==> src/rtl/aes128_inv_if.sv <==
// Request/result bundle for the iterative AES-128 inverse cipher core.
interface aes128_inv_if;
    logic         start;
    logic [127:0] ciphertext;
    logic [127:0] key;
    logic         fault_inject;
    logic [127:0] plaintext;
    logic         done;
    logic         busy;

    modport master (
        output start, ciphertext, key, fault_inject,
        input  plaintext, done, busy
    );

    modport slave (
        input  start, ciphertext, key, fault_inject,
        output plaintext, done, busy
    );
endinterface

==> src/rtl/aes128_inv_core.sv <==
// Iterative AES-128 inverse cipher, one round per cycle, round keys derived on the fly.
// Optional last-key/rk10 cache enabled by defining AES_DEC_KEY_CACHE_EN.
module aes128_inv_core (
    input  logic        clk,
    input  logic        rst_n,
    aes128_inv_if.slave bus
);
    localparam int unsigned BLK_W = 128;
    localparam int unsigned CNT_W = 4;
    localparam logic [CNT_W-1:0] LAST_STEP = CNT_W'(9);

    localparam logic [2047:0] SBOX = {
        128'h637c777bf26b6fc53001672bfed7ab76, 128'hca82c97dfa5947f0add4a2af9ca472c0,
        128'hb7fd9326363ff7cc34a5e5f171d83115, 128'h04c723c31896059a071280e2eb27b275,
        128'h09832c1a1b6e5aa0523bd6b329e32f84, 128'h53d100ed20fcb15b6acbbe394a4c58cf,
        128'hd0efaafb434d338545f9027f503c9fa8, 128'h51a3408f929d38f5bcb6da2110fff3d2,
        128'hcd0c13ec5f974417c4a77e3d645d1973, 128'h60814fdc222a908846eeb814de5e0bdb,
        128'he0323a0a4906245cc2d3ac629195e479, 128'he7c8376d8dd54ea96c56f4ea657aae08,
        128'hba78252e1ca6b4c6e8dd741f4bbd8b8a, 128'h703eb5664803f60e613557b986c11d9e,
        128'he1f8981169d98e949b1e87e9ce5528df, 128'h8ca1890dbfe6426841992d0fb054bb16
    };

    localparam logic [2047:0] INV_SBOX = {
        128'h52096ad53036a538bf40a39e81f3d7fb, 128'h7ce339829b2fff87348e4344c4dee9cb,
        128'h547b9432a6c2233dee4c950b42fac34e, 128'h082ea16628d924b2765ba2496d8bd125,
        128'h72f8f66486689816d4a45ccc5d65b692, 128'h6c704850fdedb9da5e154657a78d9d84,
        128'h90d8ab008cbcd30af7e45805b8b34506, 128'hd02c1e8fca3f0f02c1afbd0301138a6b,
        128'h3a9111414f67dcea97f2cfcef0b4e673, 128'h96ac7422e7ad3585e2f937e81c75df6e,
        128'h47f11a711d29c5896fb7620eaa18be1b, 128'hfc563e4bc6d279209adbc0fe78cd5af4,
        128'h1fdda8338807c731b11210592780ec5f, 128'h60517fa919b54a0d2de57a9f93c99cef,
        128'ha0e03b4dae2af5b0c8ebbb3c83539961, 128'h172b047eba77d626e169146355210c7d
    };

    typedef enum logic [1:0] {
        IDLE = 2'd0,
        KEXP = 2'd1,
        DEC  = 2'd2
    } fsm_t;

    // Table entry x sits at bits [8*(255-x) +: 8]; ~x gives 255-x.
    function automatic logic [7:0] sbox(input logic [7:0] b);
        return SBOX[{~b, 3'b000} +: 8];
    endfunction

    function automatic logic [7:0] inv_sbox(input logic [7:0] b);
        return INV_SBOX[{~b, 3'b000} +: 8];
    endfunction

    function automatic logic [7:0] rcon(input logic [CNT_W-1:0] idx);
        logic [7:0] rc;
        case (idx)
            4'd0:    rc = 8'h01;
            4'd1:    rc = 8'h02;
            4'd2:    rc = 8'h04;
            4'd3:    rc = 8'h08;
            4'd4:    rc = 8'h10;
            4'd5:    rc = 8'h20;
            4'd6:    rc = 8'h40;
            4'd7:    rc = 8'h80;
            4'd8:    rc = 8'h1b;
            4'd9:    rc = 8'h36;
            default: rc = 8'h00;
        endcase
        return rc;
    endfunction

    function automatic logic [31:0] sub_rot_word(input logic [31:0] w);
        return {sbox(w[23:16]), sbox(w[15:8]), sbox(w[7:0]), sbox(w[31:24])};
    endfunction

    function automatic logic [BLK_W-1:0] expand_step(input logic [BLK_W-1:0] k, input logic [7:0] rc);
        logic [31:0] w0, w1, w2, w3;
        {w0, w1, w2, w3} = k;
        w0 = w0 ^ sub_rot_word(w3) ^ {rc, 24'h000000};
        w1 = w1 ^ w0;
        w2 = w2 ^ w1;
        w3 = w3 ^ w2;
        return {w0, w1, w2, w3};
    endfunction

    // Undo one expansion step: recover round key i from round key i+1.
    function automatic logic [BLK_W-1:0] inv_expand_step(input logic [BLK_W-1:0] k, input logic [7:0] rc);
        logic [31:0] w0, w1, w2, w3;
        {w0, w1, w2, w3} = k;
        w3 = w3 ^ w2;
        w2 = w2 ^ w1;
        w1 = w1 ^ w0;
        w0 = w0 ^ sub_rot_word(w3) ^ {rc, 24'h000000};
        return {w0, w1, w2, w3};
    endfunction

    function automatic logic [7:0] xtime(input logic [7:0] a);
        return {a[6:0], 1'b0} ^ (a[7] ? 8'h1b : 8'h00);
    endfunction

    // GF(2^8) multiply by a 4-bit constant (9, b, d, e for InvMixColumns).
    function automatic logic [7:0] gf_mul_k(input logic [7:0] a, input logic [3:0] k);
        logic [7:0] x2, x4, x8;
        x2 = xtime(a);
        x4 = xtime(x2);
        x8 = xtime(x4);
        return (k[3] ? x8 : 8'h00) ^ (k[2] ? x4 : 8'h00) ^ (k[1] ? x2 : 8'h00) ^ (k[0] ? a : 8'h00);
    endfunction

    function automatic logic [31:0] inv_mix_col(input logic [31:0] col);
        logic [7:0] a0, a1, a2, a3;
        {a0, a1, a2, a3} = col;
        return {gf_mul_k(a0, 4'he) ^ gf_mul_k(a1, 4'hb) ^ gf_mul_k(a2, 4'hd) ^ gf_mul_k(a3, 4'h9),
                gf_mul_k(a0, 4'h9) ^ gf_mul_k(a1, 4'he) ^ gf_mul_k(a2, 4'hb) ^ gf_mul_k(a3, 4'hd),
                gf_mul_k(a0, 4'hd) ^ gf_mul_k(a1, 4'h9) ^ gf_mul_k(a2, 4'he) ^ gf_mul_k(a3, 4'hb),
                gf_mul_k(a0, 4'hb) ^ gf_mul_k(a1, 4'hd) ^ gf_mul_k(a2, 4'h9) ^ gf_mul_k(a3, 4'he)};
    endfunction

    // InvShiftRows + InvSubBytes + AddRoundKey, then InvMixColumns unless final round.
    function automatic logic [BLK_W-1:0] inv_round(input logic [BLK_W-1:0] s, input logic [BLK_W-1:0] k,
                                                   input logic last);
        logic [0:15][7:0] in_b, ak;
        logic [0:3][31:0] ak_col, mc_col;
        in_b = s;
        for (int c = 0; c < 4; c++) begin
            for (int r = 0; r < 4; r++) begin
                ak[4'(4 * c + r)] = inv_sbox(in_b[4'(4 * ((c + 4 - r) % 4) + r)]) ^ k[7'(120 - 32 * c - 8 * r) +: 8];
            end
        end
        ak_col = ak;
        for (int c = 0; c < 4; c++) begin
            mc_col[2'(c)] = inv_mix_col(ak_col[2'(c)]);
        end
        return last ? BLK_W'(ak_col) : BLK_W'(mc_col);
    endfunction

    fsm_t             fsm_q, fsm_nxt;
    logic [BLK_W-1:0] state_q, state_nxt;
    logic [BLK_W-1:0] rk_q, rk_nxt;
    logic [BLK_W-1:0] ct_q, ct_nxt;
    logic [BLK_W-1:0] pt_q, pt_nxt;
    logic [CNT_W-1:0] rcnt_q, rcnt_nxt;
    logic             done_q, done_nxt;
    logic             busy_q, busy_nxt;

    logic [BLK_W-1:0] rk_fwd, rk_inv, round_out;

`ifdef AES_DEC_KEY_CACHE_EN
    logic [BLK_W-1:0] cache_key_q, cache_key_nxt;
    logic [BLK_W-1:0] cache_rk10_q, cache_rk10_nxt;
    logic             cache_valid_q, cache_valid_nxt;
    logic             cache_hit;

    assign cache_hit = cache_valid_q && (bus.key == cache_key_q);
`endif

    assign rk_fwd    = expand_step(rk_q, rcon(rcnt_q));
    assign rk_inv    = inv_expand_step(rk_q, rcon(rcnt_q));
    assign round_out = inv_round(state_q, rk_inv, rcnt_q == '0) ^ BLK_W'(bus.fault_inject);

    // Next-state and datapath control.
    always_comb begin
        fsm_nxt   = fsm_q;
        state_nxt = state_q;
        rk_nxt    = rk_q;
        ct_nxt    = ct_q;
        pt_nxt    = pt_q;
        rcnt_nxt  = rcnt_q;
        done_nxt  = 1'b0;
        busy_nxt  = busy_q;
`ifdef AES_DEC_KEY_CACHE_EN
        cache_key_nxt   = cache_key_q;
        cache_rk10_nxt  = cache_rk10_q;
        cache_valid_nxt = cache_valid_q;
`endif
        case (fsm_q)
            IDLE: begin
                if (bus.start) begin
                    ct_nxt   = bus.ciphertext;
                    rk_nxt   = bus.key;
                    rcnt_nxt = '0;
                    busy_nxt = 1'b1;
                    fsm_nxt  = KEXP;
`ifdef AES_DEC_KEY_CACHE_EN
                    if (cache_hit) begin
                        state_nxt = bus.ciphertext ^ cache_rk10_q;
                        rk_nxt    = cache_rk10_q;
                        rcnt_nxt  = LAST_STEP;
                        fsm_nxt   = DEC;
                    end else begin
                        // Cache entry is rebuilt during this run and only trusted at completion.
                        cache_key_nxt   = bus.key;
                        cache_valid_nxt = 1'b0;
                    end
`endif
                end
            end
            KEXP: begin
                rk_nxt   = rk_fwd;
                rcnt_nxt = rcnt_q + CNT_W'(1);
                if (rcnt_q == LAST_STEP) begin
                    state_nxt = ct_q ^ rk_fwd;
                    rcnt_nxt  = LAST_STEP;
                    fsm_nxt   = DEC;
`ifdef AES_DEC_KEY_CACHE_EN
                    cache_rk10_nxt = rk_fwd;
`endif
                end
            end
            DEC: begin
                rk_nxt    = rk_inv;
                state_nxt = round_out;
                rcnt_nxt  = rcnt_q - CNT_W'(1);
                if (rcnt_q == '0) begin
                    pt_nxt   = round_out;
                    done_nxt = 1'b1;
                    busy_nxt = 1'b0;
                    rcnt_nxt = '0;
                    fsm_nxt  = IDLE;
`ifdef AES_DEC_KEY_CACHE_EN
                    cache_valid_nxt = 1'b1;
`endif
                end
            end
            default: fsm_nxt = IDLE;
        endcase
    end

    always_ff @(posedge clk or negedge rst_n) begin
        if (!rst_n) begin
            fsm_q   <= IDLE;
            state_q <= '0;
            rk_q    <= '0;
            ct_q    <= '0;
            pt_q    <= '0;
            rcnt_q  <= '0;
            done_q  <= 1'b0;
            busy_q  <= 1'b0;
`ifdef AES_DEC_KEY_CACHE_EN
            cache_key_q   <= '0;
            cache_rk10_q  <= '0;
            cache_valid_q <= 1'b0;
`endif
        end else begin
            fsm_q   <= fsm_nxt;
            state_q <= state_nxt;
            rk_q    <= rk_nxt;
            ct_q    <= ct_nxt;
            pt_q    <= pt_nxt;
            rcnt_q  <= rcnt_nxt;
            done_q  <= done_nxt;
            busy_q  <= busy_nxt;
`ifdef AES_DEC_KEY_CACHE_EN
            cache_key_q   <= cache_key_nxt;
            cache_rk10_q  <= cache_rk10_nxt;
            cache_valid_q <= cache_valid_nxt;
`endif
        end
    end

    assign bus.plaintext = pt_q;
    assign bus.done      = done_q;
    assign bus.busy      = busy_q;
endmodule

==> src/flat_wrapper.sv <==
// flat-port wrapper written by rule: the top's interface ports become plain ports
module aes128_inv_core_flat 
  (clk, rst_n, bus_start, bus_ciphertext, bus_key, bus_fault_inject, bus_plaintext, bus_done, bus_busy);
  aes128_inv_if bus_i ();
  input  logic clk;
  input  logic rst_n;
  input wire logic [$bits(bus_i.start)-1:0] bus_start;
  input wire logic [$bits(bus_i.ciphertext)-1:0] bus_ciphertext;
  input wire logic [$bits(bus_i.key)-1:0] bus_key;
  input wire logic [$bits(bus_i.fault_inject)-1:0] bus_fault_inject;
  output wire logic [$bits(bus_i.plaintext)-1:0] bus_plaintext;
  output wire logic [$bits(bus_i.done)-1:0] bus_done;
  output wire logic [$bits(bus_i.busy)-1:0] bus_busy;
  assign bus_i.start = bus_start;
  assign bus_i.ciphertext = bus_ciphertext;
  assign bus_i.key = bus_key;
  assign bus_i.fault_inject = bus_fault_inject;
  assign bus_plaintext = bus_i.plaintext;
  assign bus_done = bus_i.done;
  assign bus_busy = bus_i.busy;
  aes128_inv_core u_core (.clk(clk), .rst_n(rst_n), .bus(bus_i));
endmodule
==> config.mk <==
export PLATFORM = sky130hd
export DESIGN_NAME = aes128_inv_core_flat
export DESIGN_NICKNAME = d
export VERILOG_FILES = /design/src/rtl/aes128_inv_if.sv /design/src/rtl/aes128_inv_core.sv /design/src/flat_wrapper.sv
export SDC_FILE = /design/constraint.sdc
export NUM_CORES = 1
export LEC_CHECK = 0
export ABC_AREA = 1
export CORE_AREA = 5 5 148 150
export DETAILED_ROUTE_END_ITERATION = 7
export DIE_AREA = 0 0 153 155
export PLACE_DENSITY = 0.46
export REMOVE_ABC_BUFFERS = 1
export SLEW_MARGIN = 40
export SYNTH_ARGS = -nofsm -noshare
export SYNTH_HDL_FRONTEND = slang
export SYNTH_SLANG_ARGS = --single-unit
==> constraint.sdc <==
create_clock -name clk -period 1.7 [get_ports clk]
set_input_delay 0.17 -clock clk [delete_from_list [all_inputs] [get_ports clk]]
set_output_delay 0.17 -clock clk [all_outputs]
set_load 0.01 [all_outputs]
Yosys cells after proc, flatten, opt, wreduce, memory -nomap -nowiden
Cells that the tools add are included.
{"block": "classes", "n_addsub": 2, "eq_ne": 6, "mux": 13, "reduce_logical": 7}
{"op": "$mux 4", "count": 3}
{"op": "$pmux 4 s3", "count": 1}
{"op": "$mux 2", "count": 3}
{"op": "$pmux 2 s3", "count": 1}
{"op": "$reduce_and 3->1", "count": 2}
{"op": "$add 4x1->4 const B", "count": 1}
{"op": "$eq 4x4->1 const B", "count": 1}
{"op": "$logic_not 4->1", "count": 1}
{"op": "$mux 1", "count": 4}
{"op": "$ne 2x1->1 const B", "count": 2}
{"op": "$sub 4x1->4 const B", "count": 1}
{"op": "$reduce_bool 3->1", "count": 1}
{"op": "$eq 2x1->1 const B", "count": 1}
{"op": "$eq 2x2->1 const B", "count": 1}
{"op": "$logic_not 2->1", "count": 1}
{"op": "$ne 2x2->1 const B", "count": 1}
{"op": "$pmux 1 s2", "count": 1}
{"op": "$reduce_and 2->1", "count": 1}
{"op": "$reduce_bool 2->1", "count": 1}
{"block": "word_totals", "ff_bits": 8, "input_bits": 260, "out_inout_bits": 130, "wordCells": 32}

Longest topological paths before layout
Gate-level depths: netlist (run 1).
{"block": "logic_depth", "depth_word": 3, "mapped_depth": 9, "depth_no_buf": 9}

Worst setup path after synthesis (run 1)
No wires, ideal clock.
{"block": "synth_path", "path_kind": "register -> register", "start": "reg u_core.rcnt_q[0]", "end": "reg u_core.fsm_q[0]", "setup_ns": 0.117, "t_arrival_ns": 1.120, "t_required_ns": 1.583, "setup_slack_ns": 0.464, "stages_incl_launch_ff": 10, "n_path_buf": 0, "synth_period_minus_slack_ns": 1.236, "path_cell_list": "dfrtp_1 inv_1 ha_1 nand2_2 nand2_4 inv_4 nor2_8 nand2_2 nand2_1 nand2_1"}
{"block": "synth_via", "elab_chain_cells": 3, "word_cells_on_any_way": 5, "classes_between": "3 x eq/ne; 2 x reduce/logical"}
{"element": "start: declaration", "line": "aes128_inv_core.sv:137", "text": "logic [CNT_W-1:0] rcnt_q, rcnt_nxt;"}
{"element": "start signal: assignment", "line": "aes128_inv_core.sv:245", "text": "rcnt_q <= rcnt_nxt;"}
{"element": "$eq 4x4->1 or $logic_not 4->1 (tied branches)", "line": "aes128_inv_core.sv:196, aes128_inv_core.sv:209"}
{"element": "$ne 2x1->1 (no line)"}
{"element": "$reduce_and 3->1 (no line) *"}
{"element": "end signal: assignment", "line": "aes128_inv_core.sv:240", "text": "fsm_q <= fsm_nxt;"}
{"element": "end: declaration", "line": "aes128_inv_core.sv:132", "text": "fsm_t fsm_q, fsm_nxt;"}
Every way passes the cells marked *; elsewhere a longest branch is shown, timed or not.
A chain may end at the register's enable or synchronous reset.

Final worst setup path (run 1)
Same ends and word-level chain as after synthesis.

==> results of run 1 <==
## state kept, by name, summed over array words and instances, names as in the netlist
signal           flops
u_core.bus.busy      1
u_core.bus.done      1
u_core.fsm_q         2
u_core.rcnt_q        4
## metal layers
layer | up-vias | GRT usage, % | share of wire (%) | routed length, um
met1 | 346 | 2.00 | 39 | 865
met5 | - | 0 | 0 | 0
li1 | 390 | - | - | -
met3 | 4 | 0.306 | 15 | 335
met2 | 84 | 2.21 | 44 | 965
met4 | 0 | 1.02 | 1.6 | 35
## layout by cell type, fill, tap and decap left out
cell and n:
conb_1 128, xor2_1 2, o21ai_0 2, nand3_1 10
nor2_1 4, ha_1 7, inv_4 1, inv_1 12
nor2_2 1, clkdlybuf4s50_1 4, nand4_1 1, nand2_1 25
o21ai_2 1, nor2_4 1, nor2_8 1, nand2_2 2
nand2_4 1, dfrtp_1 8, clkbuf_16 3, a22oi_1 1
## where the power goes
group          switching, W  internal [W]
Combinational      0.000567      0.000290
Clock              0.000102      0.000304
Sequential        0.0000846      0.000268
## per-stage QoR
step | hold WS (ns) | power, W | utilization, %
global route | 0.268 | 0.00178 | 7.54
floorplan | -0.126 | 0.00103 | -
CTS | 0.250 | 0.00164 | 7.54
global placement | 0.486 | 0.00122 | 7.17
finish | 0.233 | 0.00162 | 7.54
detailed placement | 0.491 | 0.00122 | 7.17
## cell type report
cell class | count | area (um2)
fillers | 2455 | 19000
multi-input cells | 187 | 838
well taps | 275 | 344
flip-flops and latches | 8 | 200
clock buffers | 3 | 75.1
inverters | 13 | 51.3
repair buffers | 4 | 40.0
## logic make-up after synthesis
family / Yosys count / synth area share, %
compound gates: 4 / 1.66
xor+xnor: 2 / 1.11
fa+ha+maj: 7 / 5.52
buf+inv: 142 / 64.6
flops: 8 / 12.6
other cells: 1 / 0.237
simple gates: 46 / 14.3
## worst max-delay path by stage
stage	startpoint	endpoint	slack, ns	depth (start not counted)
after floorplan	u_core.rcnt_q[0]	u_core.fsm_q[0]	0.46	9
after global placement	bus_start	u_core.rcnt_q[0]	0.33	5
after detailed placement	u_core.rcnt_q[0]	u_core.fsm_q[0]	0.31	9
after CTS	u_core.rcnt_q[0]	u_core.fsm_q[0]	0.30	9
after global routing	u_core.rcnt_q[0]	u_core.rcnt_q[1]	0.19	7
final	u_core.rcnt_q[0]	u_core.fsm_q[0]	0.31	9
## worst max-delay path: cells and delay by family, from the launching register on
family | cells | cell delay [ns]
buf+inv | 2 | 0.21
simple gates | 6 | 0.41
flops | 1 | 0.44
fa+ha+maj | 1 | 0.22
==> summary.txt, run 1 <==
Floorplan
  – Core area: 0.0206 mm2
  – I/O pin count: 390
  – Chip Height: 155 um
  – Starting density of the core: 7.71%
  – Chip width: 153 um
  – Die area: 0.0237 mm2
  – Rows: 53

Timing
  – Final min period: 1.39 ns
  – RSZ-0062 raised after global routing: no
  – Setup violators final: 0
  – Achievable Freq: 722 MHz
  – Post-route setup TNS: 0 ns
  – Layout Skew: 0.00384 ns
  – Final Hold Viols: 0
  – Worst setup margin: 0.315 ns
  – Max Slew Vio Count: 0
  – Final Cycle Share: 81.5%

Route
  – Vias per std cell: 1.68
  – Drt wl/cell: 4.49 um
  – DR iter-0 viols: 9
  – DRC viols: 0
  – Detailed Route WL: 2200 um
  – Drt pass-1 iters: 4
  – Remaining antenna violation count: 0
  – Via count: 824

Logic synthesis
  – Ys Warns: 0
  – Yosys reg bits: 8
  – Count of unique library cells instantiated by Yosys: 20
  – EDFF count, synth: 0
  – Synth top area cells: buf_4 (61%), dfrtp_1 (13%), nand2_1 (5.9%), ha_1 (5.5%), nand3_1 (3.2%)
  – Area leader, netlist: buf_4
  – Commonest cells in the netlist: buf_4 (128), nand2_1 (25), inv_1 (12)
  – Predominant post-synthesis flop cell: dfrtp_1
  – Post-Syn Instances: 210
  – Synth top area share: 60.6%
  – Asr flop ratio synth: 100%
  – Avg Synthesized Cell Area: 7.55 um2
  – Seq/Total Area, Yosys: 12.6%
  – Synth Cell Area: 0.00159 mm2
  – Count leader, synth: buf_4

Global routing
  – First-pass GRT wire length: 2990 um
  – Gr ovfl total: 0
  – Largest net degree at the start of global routing: 9
  – Vias in the first global route: 720
  – GRT Util Overall: 1.51%
  – Antenna violations before repair: 0

Critical path
  – Worst path slowest cell: dfrtp_1
  – R2R Path End: u_core.fsm_q[0]
  – Setup Crit Path Kind: reg -> reg
  – Reg2Reg Depth: 9
  – Peak fanout along the critical path: 7
  – CP Cell Sequence: inv_1, ha_1, nand2_2, nand2_4, inv_4, nor2_8, nand2_2, nand2_1, nand2_1
  – Critical path arrival: 1.50 ns
  – R2r setup slk: 0.31 ns
  – Critical path required time: 1.82 ns
  – Startpoint types: flip-flop
  – CP Capture Type: flip-flop
  – Worst path max stage delay: 0.44 ns
  – Reg-to-reg startpoint: u_core.rcnt_q[0]

Clock network
  – CTS clk-pin slew, worst paths: 0.04 ns
  – Clock Path Buffers: 2
  – H-tree Lvls: 1
  – CTS resizes: 0
  – Total CTS buffers: 3
  – Postcts setup bufs: 0
  – Post-CTS Hold Buffers: 0
  – TritonCTS clock tree: built
  – Clk_lat worst skew: 0.24 ns
  – Root Buffer: clkbuf_16
  – CTS Sinks: 8

Layout
  – Ant diodes: 0
  – Finished Cell Area: 0.00155 mm2
  – Layout cells sized above 1: 5.12%
  – Nets@finish: 484
  – Fin cells: 490
  – Synth-to-layout area growth: -2.29%

Power and ir drop
  – Pwr/cell area: 1040 mW/mm2
  – Leak pwr: 0.827 nW
  – Peak VDD IR: 0.645 mV

Placed design
  – Pre-CTS WS: 0.310 ns
  – Gpl congestion: 0.759
  – Dpl hpwl: 1930 um
  – Dpl cell area: 0.00147 mm2
  – Placed insts: 487
  – Port Buffer Count: 4

Flow run
  – Max-cap violations: 0

Hold path
  – Tightest Hold Check Type: in -> async

Run status
  – Status: completed
(Power assumes the default switching activity.)
==> run 2: changes to the inputs <==
==> constraint.sdc (replaced) <==
create_clock -name clk -period 1.3 [get_ports clk]
set_input_delay 0.13 -clock clk [delete_from_list [all_inputs] [get_ports clk]]
set_output_delay 0.13 -clock clk [all_outputs]
set_load 0.01 [all_outputs]
==> run 2 against run 1 <==
  * Setup slack lost 0.26 ns
  * Final area grew 8.5%
  * Clock skew shrank 0.0017 ns
  * Critical endpoint is now bus_done
  * Core utilization grew 0.64 points
  * Count of clock-buffer cells in the layout is the same
  * Die area is the same
==> summary.txt, run 2 (synthesized netlist as in run 1, its figures left out) <==
Run status
  – Status: completed

Floorplan
  – Die area: 0.0237 mm2
  – Chip Height: 155 um
  – Rows: 53
  – Chip width: 153 um
  – Starting density of the core: 7.71%
  – I/O pin count: 390
  – Core area: 0.0206 mm2

Clock network
  – TritonCTS clock tree: built
  – CTS clk-pin slew, worst paths: 0.04 ns
  – H-tree Lvls: 1
  – Clock Path Buffers: 2
  – CTS Sinks: 8
  – Root Buffer: clkbuf_16
  – Total CTS buffers: 3
  – Clk_lat worst skew: 0.23 ns
  – Post-CTS Hold Buffers: 0

Global routing
  – Antenna violations before repair: 0
  – First-pass GRT wire length: 3060 um
  – GR peak layer: met2
  – Gr ovfl total: 0
  – Vias in the first global route: 722
  – Met3 Use GR: 0.417%
  – GR Util met1: 2.03%
  – Largest net degree at the start of global routing: 9
  – GRT Util Overall: 1.51%
  – Met2 Usage GRT: 2.32%

Critical path
  – Critical path required time: 1.17 ns
  – CP Cell Sequence: clkdlybuf4s50_1
  – Cell family with most CP delay: buffers and inverters
  – Startpoint types: flip-flop
  – CP Capture Type: output pin
  – WP depth: 1
  – Peak fanout along the critical path: 1
  – Setup Crit Path Kind: reg -> out
  – Critical path arrival: 1.12 ns
  – Buf/Inv on CP: 1
  – Reg2Reg Depth: 8
  – Worst path max stage delay: 0.56 ns
  – Worst path slowest cell: clkdlybuf4s50_1

Route
  – DR iter-0 viols: 18
  – Remaining antenna violation count: 0
  – Vias per std cell: 1.70
  – Via count: 852
  – DRC viols: 0
  – Detailed Route WL: 2330 um
  – Drt wl/cell: 4.65 um
  – Drt pass-1 iters: 3

Power and ir drop
  – Pwr/cell area: 1470 mW/mm2
  – PnR Total Power: 0.00247 W
  – Peak VDD IR: 0.960 mV
  – Leak pwr: 0.880 nW

Layout
  – Register Area: 200 um2
  – Most frequent cells in the layout: conb_1 (128), nand2_1 (24), nand3_1 (9)
  – Largest regs: u_core.rcnt_q: 4 flops, u_core.fsm_q: 2 flops
  – Biggest register: u_core.rcnt_q
  – Ant diodes: 0
  – Commonest non-fill, non-tap cell in the layout: conb_1
  – Synth-to-layout area growth: 6.00%
  – Max FFs per register: 4
  – Multi-input logic area: 876 um2
  – Layout cells sized above 1: 14.2%
  – Fillers: 2452
  – Nets@finish: 494

Timing
  – Setup violators final: 0
  – Achievable Freq: 803 MHz
  – Max Slew Vio Count: 0
  – Layout Skew: 0.00211 ns
  – Final min period: 1.25 ns
  – Final Cycle Share: 95.8%
  – Post-route setup TNS: 0 ns
  – Worst setup margin: 0.0548 ns
  – Final Hold Viols: 0

Placed design
  – Dpl hpwl: 2000 um
  – Pre-CTS WS: -0.000531 ns
  – Gpl congestion: 0.755
  – Port Buffer Count: 4

Hold path
  – Tightest Hold Check Type: in -> async

Flow run
  – Max-cap violations: 0
[run 2: area by class of cell]
| class | instances | area share (%) |
|---|---|---|
| tap | 275 | 20.5 |
| multi-input combinational | 187 | 52.1 |
| inverter | 13 | 3.05 |
| sequential | 8 | 11.9 |
| timing repair buffer | 14 | 7.97 |
| clock buffer | 3 | 4.47 |
[run 2: per-stage QoR]
step	area (um2)	hold slack, ns	instances	utilization [%]
finish	1680	0.198	500	8.17
global route	1680	0.227	500	8.17
CTS	1620	0.218	498	7.89
detailed placement	1550	0.462	495	7.52
global placement	1550	0.463	495	7.52
floorplan	1090	-0.166	208	-
[run 2: final timing paths]
check | startpoint | end | slack (ns)
worst min register to register | u_core.fsm_q[1] | u_core.fsm_q[1] | 0.52
worst max register to register | u_core.fsm_q[1] | u_core.rcnt_q[0] | 0.08
max in group asynchronous | rst_n | u_core.bus.done | 0.81
worst min-delay path | rst_n | u_core.rcnt_q[2] | 0.20
worst max-delay path | u_core.bus.done | bus_done | 0.05
min in group clk | u_core.fsm_q[1] | u_core.fsm_q[1] | 0.52
[run 2: what timing repair did]
item,in CTS,in global routing
buffers inserted,0,2
resized for setup,0,15
endpoints found under the setup margin,0,7
endpoints found under the hold margin,0,0
[run 2: power by group]
group / total [W] / switching [W] / internal (W)
registers: 0.000441 / 0.0000903 / 0.000351
clock network: 0.000522 / 0.000125 / 0.000397
logic: 0.00150 / 0.000871 / 0.000633
total: 0.00247 / 0.00109 / 0.00138
[run 2: layer usage]
metal  part of all wire [%]  routed length, um
met2                     45               1050
met1                     40                929
met5                      0                  0
met3                     14                332
met4                   0.52                 12
==> run 3: changes to the inputs <==
--- a/config.mk
+++ b/config.mk
@@ -9,8 +9,8 @@
 export CORE_AREA = 5 5 148 150
 export DETAILED_ROUTE_END_ITERATION = 7
 export DIE_AREA = 0 0 153 155
+export GPL_ROUTABILITY_DRIVEN = 0
 export PLACE_DENSITY = 0.46
-export REMOVE_ABC_BUFFERS = 1
 export SLEW_MARGIN = 40
 export SYNTH_ARGS = -nofsm -noshare
 export SYNTH_HDL_FRONTEND = slang
==> run 3 against run 2 <==
  * Register-to-register slack barely moved
  * Core utilization barely moved
  * Highest routed layer unchanged
  * Global-route usage is 0.087 points higher
  * Maximum frequency decreased by 0.74%
  * Final area shrank 0.30%
==> summary.txt, run 3 (synthesized netlist as in run 1, its figures left out) <==
Floorplan
  – Starting density of the core: 7.71%
  – I/O pin count: 390
  – Core area: 0.0206 mm2
  – Chip width: 153 um
  – Die area: 0.0237 mm2
  – Rows: 53
  – Chip Height: 155 um

Timing
  – Final Hold Viols: 0
  – WHS: 0.191 ns
  – RSZ-0062 raised after global routing: no
  – Layout Skew: 0.00104 ns
  – Setup violators final: 0
  – Post-route setup TNS: 0 ns
  – Final Cycle Share: 96.5%
  – Max Slew Vio Count: 0
  – Final min period: 1.25 ns
  – Achievable Freq: 797 MHz

Critical path
  – Worst path max stage delay: 0.55 ns
  – Cell family with most CP delay: buffers and inverters
  – CP Capture Type: output pin
  – Setup Crit Path Kind: reg -> out
  – Critical path arrival: 1.12 ns
  – Worst path slowest cell: clkdlybuf4s50_1
  – Peak fanout along the critical path: 1
  – Buf/Inv on CP: 1
  – CP Cell Sequence: clkdlybuf4s50_1
  – Critical path required time: 1.17 ns
  – Startpoint types: flip-flop

Run status
  – Status: completed

Power and ir drop
  – PnR Total Power: 0.00249 W
  – Leak pwr: 0.869 nW
  – Seq pwr share: 18.0%
  – Comb pwr share: 61.0%
  – Pwr/cell area: 1480 mW/mm2
  – Sw frac: 44.7%
  – Net switching power: 0.00111 W
  – Clock group share of total power: 21.1%
  – Peak VDD IR: 0.888 mV
  – Pint: 0.00138 W

Route
  – DRC viols: 0
  – Remaining antenna violation count: 0
  – Drt wl/cell: 4.67 um
  – Via count: 864
  – Vias per std cell: 1.73
  – DR iter-0 viols: 25
  – Drt pass-1 iters: 3
  – Detailed Route WL: 2330 um

Clock network
  – TritonCTS clock tree: built
  – CTS clk-pin slew, worst paths: 0.04 ns
  – H-tree Lvls: 1
  – CTS Sinks: 8
  – Clock Path Buffers: 2
  – Post-CTS Hold Buffers: 0
  – Total CTS buffers: 3
  – Root Buffer: clkbuf_16
  – Clk_lat worst skew: 0.23 ns

Layout
  – Layout cells sized above 1: 14.8%
  – Commonest non-fill, non-tap cell in the layout: conb_1
  – Synth-to-layout area growth: 5.68%
  – Largest regs: u_core.rcnt_q: 4 flops, u_core.fsm_q: 2 flops
  – Most frequent cells in the layout: conb_1 (128), nand2_1 (24), nand3_1 (9)
  – Biggest register: u_core.rcnt_q
  – Max FFs per register: 4
  – Nets@finish: 492
  – Ant diodes: 0

Placed design
  – Dpl hpwl: 2000 um
  – Port Buffer Count: 4

Global routing
  – Largest net degree at the start of global routing: 9
  – Antenna violations before repair: 0
  – GRT Util Overall: 1.59%
  – Vias in the first global route: 745
  – Gr ovfl total: 0
  – First-pass GRT wire length: 3180 um

Flow run
  – Max-cap violations: 0

Hold path
  – Tightest Hold Check Type: in -> async
## run 3: changes by cell type in the layout (fill, tap and decap cells not counted)
cell,before,now
o21ai_4,0,1
nor2_2,1,2
buf_6,1,0
dfrtp_2,0,1
nor2_1,4,3
dfrtp_1,8,7
ha_1,3,2
ha_2,2,3
buf_4,8,7
o21ai_2,1,0
## run 3: per-stage QoR
stage          instances  setup WS [ns]  util (%)  instance area [um2]
2_1_floorplan        337         0.0638         -                 2060
3_3_place_gp         495         0.0198      7.52                 1550
3_5_place_dp         495        0.00506      7.52                 1550
4_1_cts              498        0.00451      7.89                 1620
5_1_grt              498        0.00201      8.15                 1680
6_report             498         0.0455      8.15                 1680
## run 3: per-layer routing
layer	global-route usage, %	up-vias	part of all wire [%]	wire length (um)
li1	-	407	-	-
met1	2.10	361	38	884
met2	2.28	91	41	952
met3	0.362	5	19	434
met4	1.15	0	2.4	56
met5	0	-	0	0
## run 3: what timing repair did
item | 4_1_cts | 5_1_grt
endpoints found under the setup margin | 0 | 8
setup buffers | 0 | 1
gates resized for setup | 0 | 18
## run 3: power groups by stage
stage	combinational, W	sequential (W)	clock [W]
floorplan	0.00122	0.000439	0
detailed placement	0.00137	0.000439	0
CTS	0.00137	0.000436	0.000542
finish	0.00152	0.000447	0.000524
global route	0.00171	0.000462	0.000554
global placement	0.00137	0.000436	0
## run 3: area by class of cell
type                       count  area [um2]
clock buffer                   3        75.1
tap                          275         344
multi-input combinational    187         888
sequential                     8         201
inverter                      13        51.3
timing repair buffer          12         115
fill                        2458       18900
## run 3: final timing paths
check	from	to	slack (ns)	depth (start not counted)
max	u_core.bus.done	bus_done	0.05	1
min	rst_n	u_core.rcnt_q[0]	0.19	1
max reg2reg	u_core.fsm_q[1]	u_core.fsm_q[0]	0.09	8
min reg2reg	u_core.bus.busy	u_core.bus.busy	0.52	2
max in group asynchronous	rst_n	u_core.rcnt_q[2]	0.81	1
min in group clk	u_core.bus.busy	u_core.bus.busy	0.52	2
